--- src/rtl/audio_mix_ring_pkg.sv ---
// Shared audio types and helpers for the sample mixer and its sources.
package audio_pkg;

  // Native sample width shared by the DMA stream, player and mixer.
  localparam int SAMPLE_W = 16;

  // Saturation bounds, held wide so any accumulator width up to 32 bits
  // can be compared without truncation.
  localparam logic signed [31:0] SAMPLE_MAX = (32'sd1 <<< (SAMPLE_W - 1)) - 32'sd1;
  localparam logic signed [31:0] SAMPLE_MIN = -(32'sd1 <<< (SAMPLE_W - 1));

  typedef logic signed [SAMPLE_W-1:0] sample_t;

  typedef enum logic [1:0] {
    IDLE,
    ACCUM,
    SAT,
    WRITE
  } mix_state_e;

  // Clamp a sign-extended accumulator into the sample range.
  function automatic sample_t sat_to_sample(input logic signed [31:0] acc);
    if (acc > SAMPLE_MAX) begin
      return sample_t'(SAMPLE_MAX);
    end else if (acc < SAMPLE_MIN) begin
      return sample_t'(SAMPLE_MIN);
    end
    return sample_t'(acc);
  endfunction

  // True when sat_to_sample would change the value.
  function automatic logic sat_clips(input logic signed [31:0] acc);
    return (acc > SAMPLE_MAX) || (acc < SAMPLE_MIN);
  endfunction

endpackage

--- src/rtl/sample_ring_buffer.sv ---
// Flop-based sample ring: one synchronous write port, one registered read
// port, whole array cleared by reset. A read of the slot being written in
// the same cycle returns the previous contents.
module sample_ring_buffer #(
  parameter int DATA_BITS = 16,
  parameter int DEPTH     = 32,
  parameter int ADDR_BITS = $clog2(DEPTH)
) (
  input  logic                 mclk,
  input  logic                 rstn,
  input  logic                 wr_en,
  input  logic [ADDR_BITS-1:0] wr_addr,
  input  logic [DATA_BITS-1:0] wr_data,
  input  logic [ADDR_BITS-1:0] rd_addr,
  output logic [DATA_BITS-1:0] rd_data
);

  logic [DATA_BITS-1:0] mem [DEPTH];

  // Storage update and registered read of the addressed slot.
  always_ff @(posedge mclk or negedge rstn) begin
    if (!rstn) begin
      for (int i = 0; i < DEPTH; i++) begin
        mem[i] <= '0;
      end
      rd_data <= '0;
    end else begin
      if (wr_en) begin
        mem[wr_addr] <= wr_data;
      end
      rd_data <= mem[rd_addr];
    end
  end

endmodule

--- src/rtl/audio_mix_ring.sv ---
// Per-sample source mixer with saturation, writing LAG slots behind the
// serializer's read index into a playback ring.
//
//   state | meaning
//   ------+------------------------------------------------------------
//   IDLE  | waiting for an index change or a pending event
//   ACCUM | adding one scaled source per cycle into acc
//   SAT   | clamping acc to the sample range, noting whether it clipped
//   WRITE | storing the clamped sample into its ring slot, clip pulses
//
// SAMPLE_BITS must equal audio_pkg::SAMPLE_W; the clamp helper is shared
// with the other sample producers at that width.
module audio_mix_ring
  import audio_pkg::*;
#(
  parameter int SAMPLE_BITS = SAMPLE_W,
  parameter int NUM_SOURCES = 2,
  parameter int VOLUME_BITS = 8,
  parameter int BUF_LEN     = 32,
  parameter int LAG         = 10
) (
  input  logic                                    mclk,
  input  logic                                    rstn,
  input  logic [NUM_SOURCES-1:0][SAMPLE_BITS-1:0] src_sample,
  input  logic [NUM_SOURCES-1:0][VOLUME_BITS-1:0] src_volume,
  input  logic [NUM_SOURCES-1:0]                  src_valid,
  input  logic [$clog2(BUF_LEN)-1:0]              rd_index,
  output logic signed [SAMPLE_BITS-1:0]           rd_sample,
  output logic                                    busy,
  output logic                                    clip,
  output logic                                    overrun
);

  localparam int IDX_BITS  = $clog2(BUF_LEN);
  localparam int ACC_BITS  = SAMPLE_BITS + $clog2(NUM_SOURCES) + 1;
  localparam int K_BITS    = (NUM_SOURCES > 1) ? $clog2(NUM_SOURCES) : 1;
  localparam int PROD_BITS = SAMPLE_BITS + VOLUME_BITS + 1;

  mix_state_e state;
  logic [IDX_BITS-1:0] idx_q;
  logic [K_BITS-1:0]   k;
  logic signed [ACC_BITS-1:0] acc;
  sample_t sat_q;
  logic    clip_d;

  logic [NUM_SOURCES-1:0][SAMPLE_BITS-1:0] cur_sample, pend_sample;
  logic [NUM_SOURCES-1:0][VOLUME_BITS-1:0] cur_volume, pend_volume;
  logic [NUM_SOURCES-1:0]                  cur_valid, pend_valid;
  logic [IDX_BITS-1:0]                     cur_slot, pend_slot;
  logic                                    pend_full;

  logic                        idx_event;
  logic [IDX_BITS-1:0]         event_slot;
  logic                        take_pend;
  logic signed [SAMPLE_BITS-1:0] cur_s;
  logic [VOLUME_BITS-1:0]        cur_v;
  logic signed [PROD_BITS-1:0]   prod;
  logic signed [ACC_BITS-1:0]    scaled;
  logic [SAMPLE_BITS-1:0]        ring_rd;

  assign idx_event  = (rd_index != idx_q);
  assign event_slot = rd_index - IDX_BITS'(LAG);
  // The pending slot is vacated in the same cycle it is handed to the mixer.
  assign take_pend  = pend_full && (state == IDLE || state == WRITE);

  // Scale the source currently selected by k; full-scale volume is exact unity.
  always_comb begin
    cur_s  = cur_sample[k];
    cur_v  = cur_volume[k];
    prod   = cur_s * $signed({1'b0, cur_v});
    scaled = '0;
    if (cur_valid[k]) begin
      if (&cur_v) begin
        scaled = ACC_BITS'(cur_s);
      end else begin
        scaled = ACC_BITS'(prod >>> VOLUME_BITS);
      end
    end
  end

  // Mixer sequencing, event capture, pending slot and status outputs.
  always_ff @(posedge mclk or negedge rstn) begin
    if (!rstn) begin
      state       <= IDLE;
      idx_q       <= '0;
      k           <= '0;
      acc         <= '0;
      sat_q       <= '0;
      clip_d      <= 1'b0;
      cur_sample  <= '0;
      cur_volume  <= '0;
      cur_valid   <= '0;
      cur_slot    <= '0;
      pend_sample <= '0;
      pend_volume <= '0;
      pend_valid  <= '0;
      pend_slot   <= '0;
      pend_full   <= 1'b0;
      busy        <= 1'b0;
      clip        <= 1'b0;
      overrun     <= 1'b0;
    end else begin
      idx_q <= rd_index;
      clip  <= 1'b0;

      // Events that cannot start a mix right now go to the pending slot.
      if (idx_event && (state != IDLE || pend_full)) begin
        if (!pend_full || take_pend) begin
          pend_full   <= 1'b1;
          pend_sample <= src_sample;
          pend_volume <= src_volume;
          pend_valid  <= src_valid;
          pend_slot   <= event_slot;
        end else begin
          overrun <= 1'b1;
        end
      end

      case (state)
        IDLE: begin
          if (pend_full) begin
            cur_sample <= pend_sample;
            cur_volume <= pend_volume;
            cur_valid  <= pend_valid;
            cur_slot   <= pend_slot;
            if (!idx_event) pend_full <= 1'b0;
            acc   <= '0;
            k     <= '0;
            busy  <= 1'b1;
            state <= ACCUM;
          end else if (idx_event) begin
            cur_sample <= src_sample;
            cur_volume <= src_volume;
            cur_valid  <= src_valid;
            cur_slot   <= event_slot;
            acc   <= '0;
            k     <= '0;
            busy  <= 1'b1;
            state <= ACCUM;
          end
        end
        ACCUM: begin
          acc <= acc + scaled;
          k   <= k + K_BITS'(1);
          if (k == K_BITS'(NUM_SOURCES - 1)) begin
            state <= SAT;
          end
        end
        SAT: begin
          sat_q  <= sat_to_sample(32'(acc));
          clip_d <= sat_clips(32'(acc));
          clip   <= sat_clips(32'(acc));
          state  <= WRITE;
        end
        WRITE: begin
          if (pend_full) begin
            cur_sample <= pend_sample;
            cur_volume <= pend_volume;
            cur_valid  <= pend_valid;
            cur_slot   <= pend_slot;
            if (!idx_event) pend_full <= 1'b0;
            acc   <= '0;
            k     <= '0;
            state <= ACCUM;
          end else begin
            busy  <= 1'b0;
            state <= IDLE;
          end
        end
        default: begin
          busy  <= 1'b0;
          state <= IDLE;
        end
      endcase
    end
  end

  sample_ring_buffer #(
    .DATA_BITS (SAMPLE_BITS),
    .DEPTH     (BUF_LEN),
    .ADDR_BITS (IDX_BITS)
  ) u_ring (
    .mclk    (mclk),
    .rstn    (rstn),
    .wr_en   (state == WRITE),
    .wr_addr (cur_slot),
    .wr_data (sat_q),
    .rd_addr (rd_index),
    .rd_data (ring_rd)
  );

  assign rd_sample = ring_rd;

endmodule

--- config.mk ---
export PLATFORM = sky130hd
export DESIGN_NAME = audio_mix_ring
export DESIGN_NICKNAME = d
export VERILOG_FILES = /design/src/rtl/audio_mix_ring_pkg.sv /design/src/rtl/sample_ring_buffer.sv /design/src/rtl/audio_mix_ring.sv
export SDC_FILE = /design/constraint.sdc
export NUM_CORES = 1
export LEC_CHECK = 0
export ABC_AREA = 0
export CORE_AREA = 2 2 252 254
export DETAILED_ROUTE_END_ITERATION = 12
export DIE_AREA = 0 0 254 256
export PLACE_DENSITY = 0.77
export SLEW_MARGIN = 20
export SYNTH_ARGS = -nofsm -noshare
export SYNTH_HDL_FRONTEND = slang
export SYNTH_HIERARCHICAL = 1
export SYNTH_SLANG_ARGS = --single-unit
--- constraint.sdc ---
create_clock -name mclk -period 10 [get_ports mclk]
set_clock_uncertainty 0.05 [all_clocks]
set_input_delay 1.5 -clock mclk [delete_from_list [all_inputs] [get_ports mclk]]
set_output_delay 1.5 -clock mclk [all_outputs]
set_load 0.01 [all_outputs]
==> flow_metrics.tcl <==
set metrics [dict create \
    clk-insertion-delay-late_ps 620 \
    core-area_um2 62400 \
    syn-num-nets 3302 \
    area_growth_pct 9.59 \
    met1_usage_pct 35.6 \
    synth_edf_count 0 \
    rsz0062_at_grt "no" \
    critPathCaptureType "flip-flop" \
    cts.clk_slew.worst_paths_ps 70 \
    whs_ps 431 \
    max_freq_mhz 120 \
    use_met2_pct 44.6 \
    die_h_um 256 \
    hold_viol 0 \
    ant_nets 0 \
    synth_warnings 6 \
    grt_max_degree 186 \
    clock-sinks 684 \
    crit_buf_inv 2 \
    period_share_pct 83.2 \
    grt_pass1_vias 24900 \
    port_buffers 75 \
    vias_per_cell 5.96 \
    outcome "finished, final reports clean" \
    yosysSeqAreaShare_pct 46.2 \
    synth-main-ff-cell "dfrtp_1" \
    finalWeightedCongestion 0.903 \
    synth-seq-cells 684 \
    ios 76 \
    post_drt_wl_per_cell_um 22.0 \
    cts_htree_levels 3 \
    cts_tree "yes" \
    max_stage_delay_ps 910 \
    overflow 0 \
    grt.met3_usage_pct 6.07 \
    finalSetupTns_ps 0 \
    worst_slew_pin_slew_ps 1150 \
    dr_total_vias 23500 \
    cts_inserted_buffers 71 \
    finalWirelength_um 87000 \
    post_cts_buffers 0 \
    layout.nets 3274 \
    post_cts_resize_count 0 \
    clk_root_buffer_cell "clkbuf_16" \
    synth.top_cell.area_share_pct 46.2 \
    async_reset_ff_share_pct 100 \
    drc 0 \
    setup_violations 0 \
    cp.required_ps 10490 \
    synth_top_area_cell "dfrtp_1" \
    arrival_ps 8810 \
    num_rows 92 \
    hold_class "reg -> reg" \
    dpl_cell_area_um2 38100 \
    synth_area_um2 37100 \
    synth_area_per_cell_um2 12.0 \
    cp_max_fo 36 \
    drv_cap 0 \
    firstDrtPassIters 6 \
    first_iter_violations 1803 \
    antenna_cells 0 \
    track_usage_pct 27.4 \
    fin_crit_ps 8320 \
    clock_path_buffers 3 \
    drive_above_1_share_pct 25.7 \
    crit_type "reg -> reg" \
    crit_family "compound AO/OA/AOI/OAI gates" \
    post-dp-hpwl_um 56100 \
    worstSetupStartpointType "flip-flop" \
    start_util_pct 59.4 \
    top_usage_layer "met2" \
    dieArea_um2 65000 \
    antenna_found_initial 3 \
    synthCells 3075 \
    final_util_pct 65.1 \
    max_slew_margin_pct 23.4 \
    grt_pass1_wl_um 138000 \
    dieWidth_um 254 \
    synth_area_leaders "dfrtp_1 46%, mux2_2 17%, mux2i_1 9.0%" \
    cts_hold_buf 0 \
    synth.distinct_cells 74 \
    postLayoutCellArea_um2 40600 \
    slew_viol_final 0 \
    cp_slowest_cell "dfrtp_2" \
]
==> worst paths after layout <==
| path | from | end | slack (ps) | cells past startpoint |
|---|---|---|---|---|
| min | cur_sample[1]$_DFFE_PN0P_ | cur_sample[1]$_DFFE_PN0P_ | 430 | 2 |
| max | k$_DFFE_PN0P_ | acc[17]$_DFFE_PN0P_ | 1680 | 29 |
| max in group asynchronous | rstn | k$_DFFE_PN0P_ | 6760 | 3 |
| min reg2reg | cur_sample[1]$_DFFE_PN0P_ | cur_sample[1]$_DFFE_PN0P_ | 430 | 2 |
| max reg2reg | k$_DFFE_PN0P_ | acc[17]$_DFFE_PN0P_ | 1680 | 29 |
| min in group asynchronous | rstn | u_ring/mem[454]$_DFFE_PN0P_ | 860 | 1 |
==> tightest hold or removal path, stage by stage, from the launching register on <==
cell and delay [ps]:
dfrtp_1 340, nand2_1 40, o21ai_0 60
==> kinds of logic after synthesis <==
family                   count (synthesis)  synth area share, %
AO/OA/AOI/OAI                          352                 6.24
XOR/XNOR                                36                0.851
adder cells (fa/ha/maj)                170                 7.81
buffers and inverters                  384                 4.81
flip-flops                             684                 46.2
multiplexers                           916                 27.0
AND/OR/NAND/NOR                        533                 7.08
==> Yosys cell counts (4+ instances only) <==
cell type and number:
o31ai_1 9, buf_2 39, nand2_2 16, inv_1 174
buf_1 10, fa_1 102, mux2_1 5, or3_1 7
a21oi_1 69, nand2_1 218, clkbuf_1 110, o21ai_0 95
nor2_2 10, a31oi_1 21, nor3b_4 4, nand2b_1 8
nand3_1 42, mux2i_1 332, nor2_8 8, dfrtp_1 684
mux2_4 30, buf_4 31, and3_1 7, a22o_1 32
a22oi_1 66, buf_6 12, xnor2_1 14, or2_2 7
nor2_1 134, a21o_1 16, xor2_1 22, o211ai_1 17
ha_1 68, mux2_2 549, nor3_1 23, nor2b_1 8
nand4_1 19
==> area by class of cell <==
type | instances | area [um^2]
Clock buffer | 104 | 2100
Clock inverter | 23 | 415
Fill cell | 4624 | 21800
Inverter | 176 | 662
Multi-Input combinational cell | 2007 | 18200
Sequential cell | 684 | 17100
Tap cell | 846 | 1060
Timing Repair Buffer | 107 | 1040
==> metal layers <==
metal	part of all wire [%]	up-vias
li1	-	10700
met1	42	12100
met2	48	616
met3	5.6	160
met4	3.9	6
met5	0.041	-
==> sequential cells by signal, summed over array words and instances, names as in the netlist, 16 cells and up <==
signal	flops
u_ring/mem	512
cur_sample	32
pend_sample	32
acc	18
cur_volume	16
pend_volume	16
sat_q	16
u_ring/rd_data	16
==> layout by cell type, fill, tap and decap left out, types with 73 or more instances in the layout <==
master and n:
dfrtp_1 674, nor2_1 133, mux2_2 549, clkbuf_16 74, o21ai_0 95, clkdlybuf4s50_1 73, inv_1 174, fa_1 102
mux2i_1 332, nand2_1 218
==> per-stage QoR <==
stage	std cells	setup WS, ps
after floorplan	3075	2150
after global routing	3947	1060
final	3947	1680
after global placement	3820	1880
after detailed placement	3820	1760
after CTS	3947	1730
Power is not shown: default switching activity piles up to over one toggle a cycle in this logic, so the estimate is an artifact.
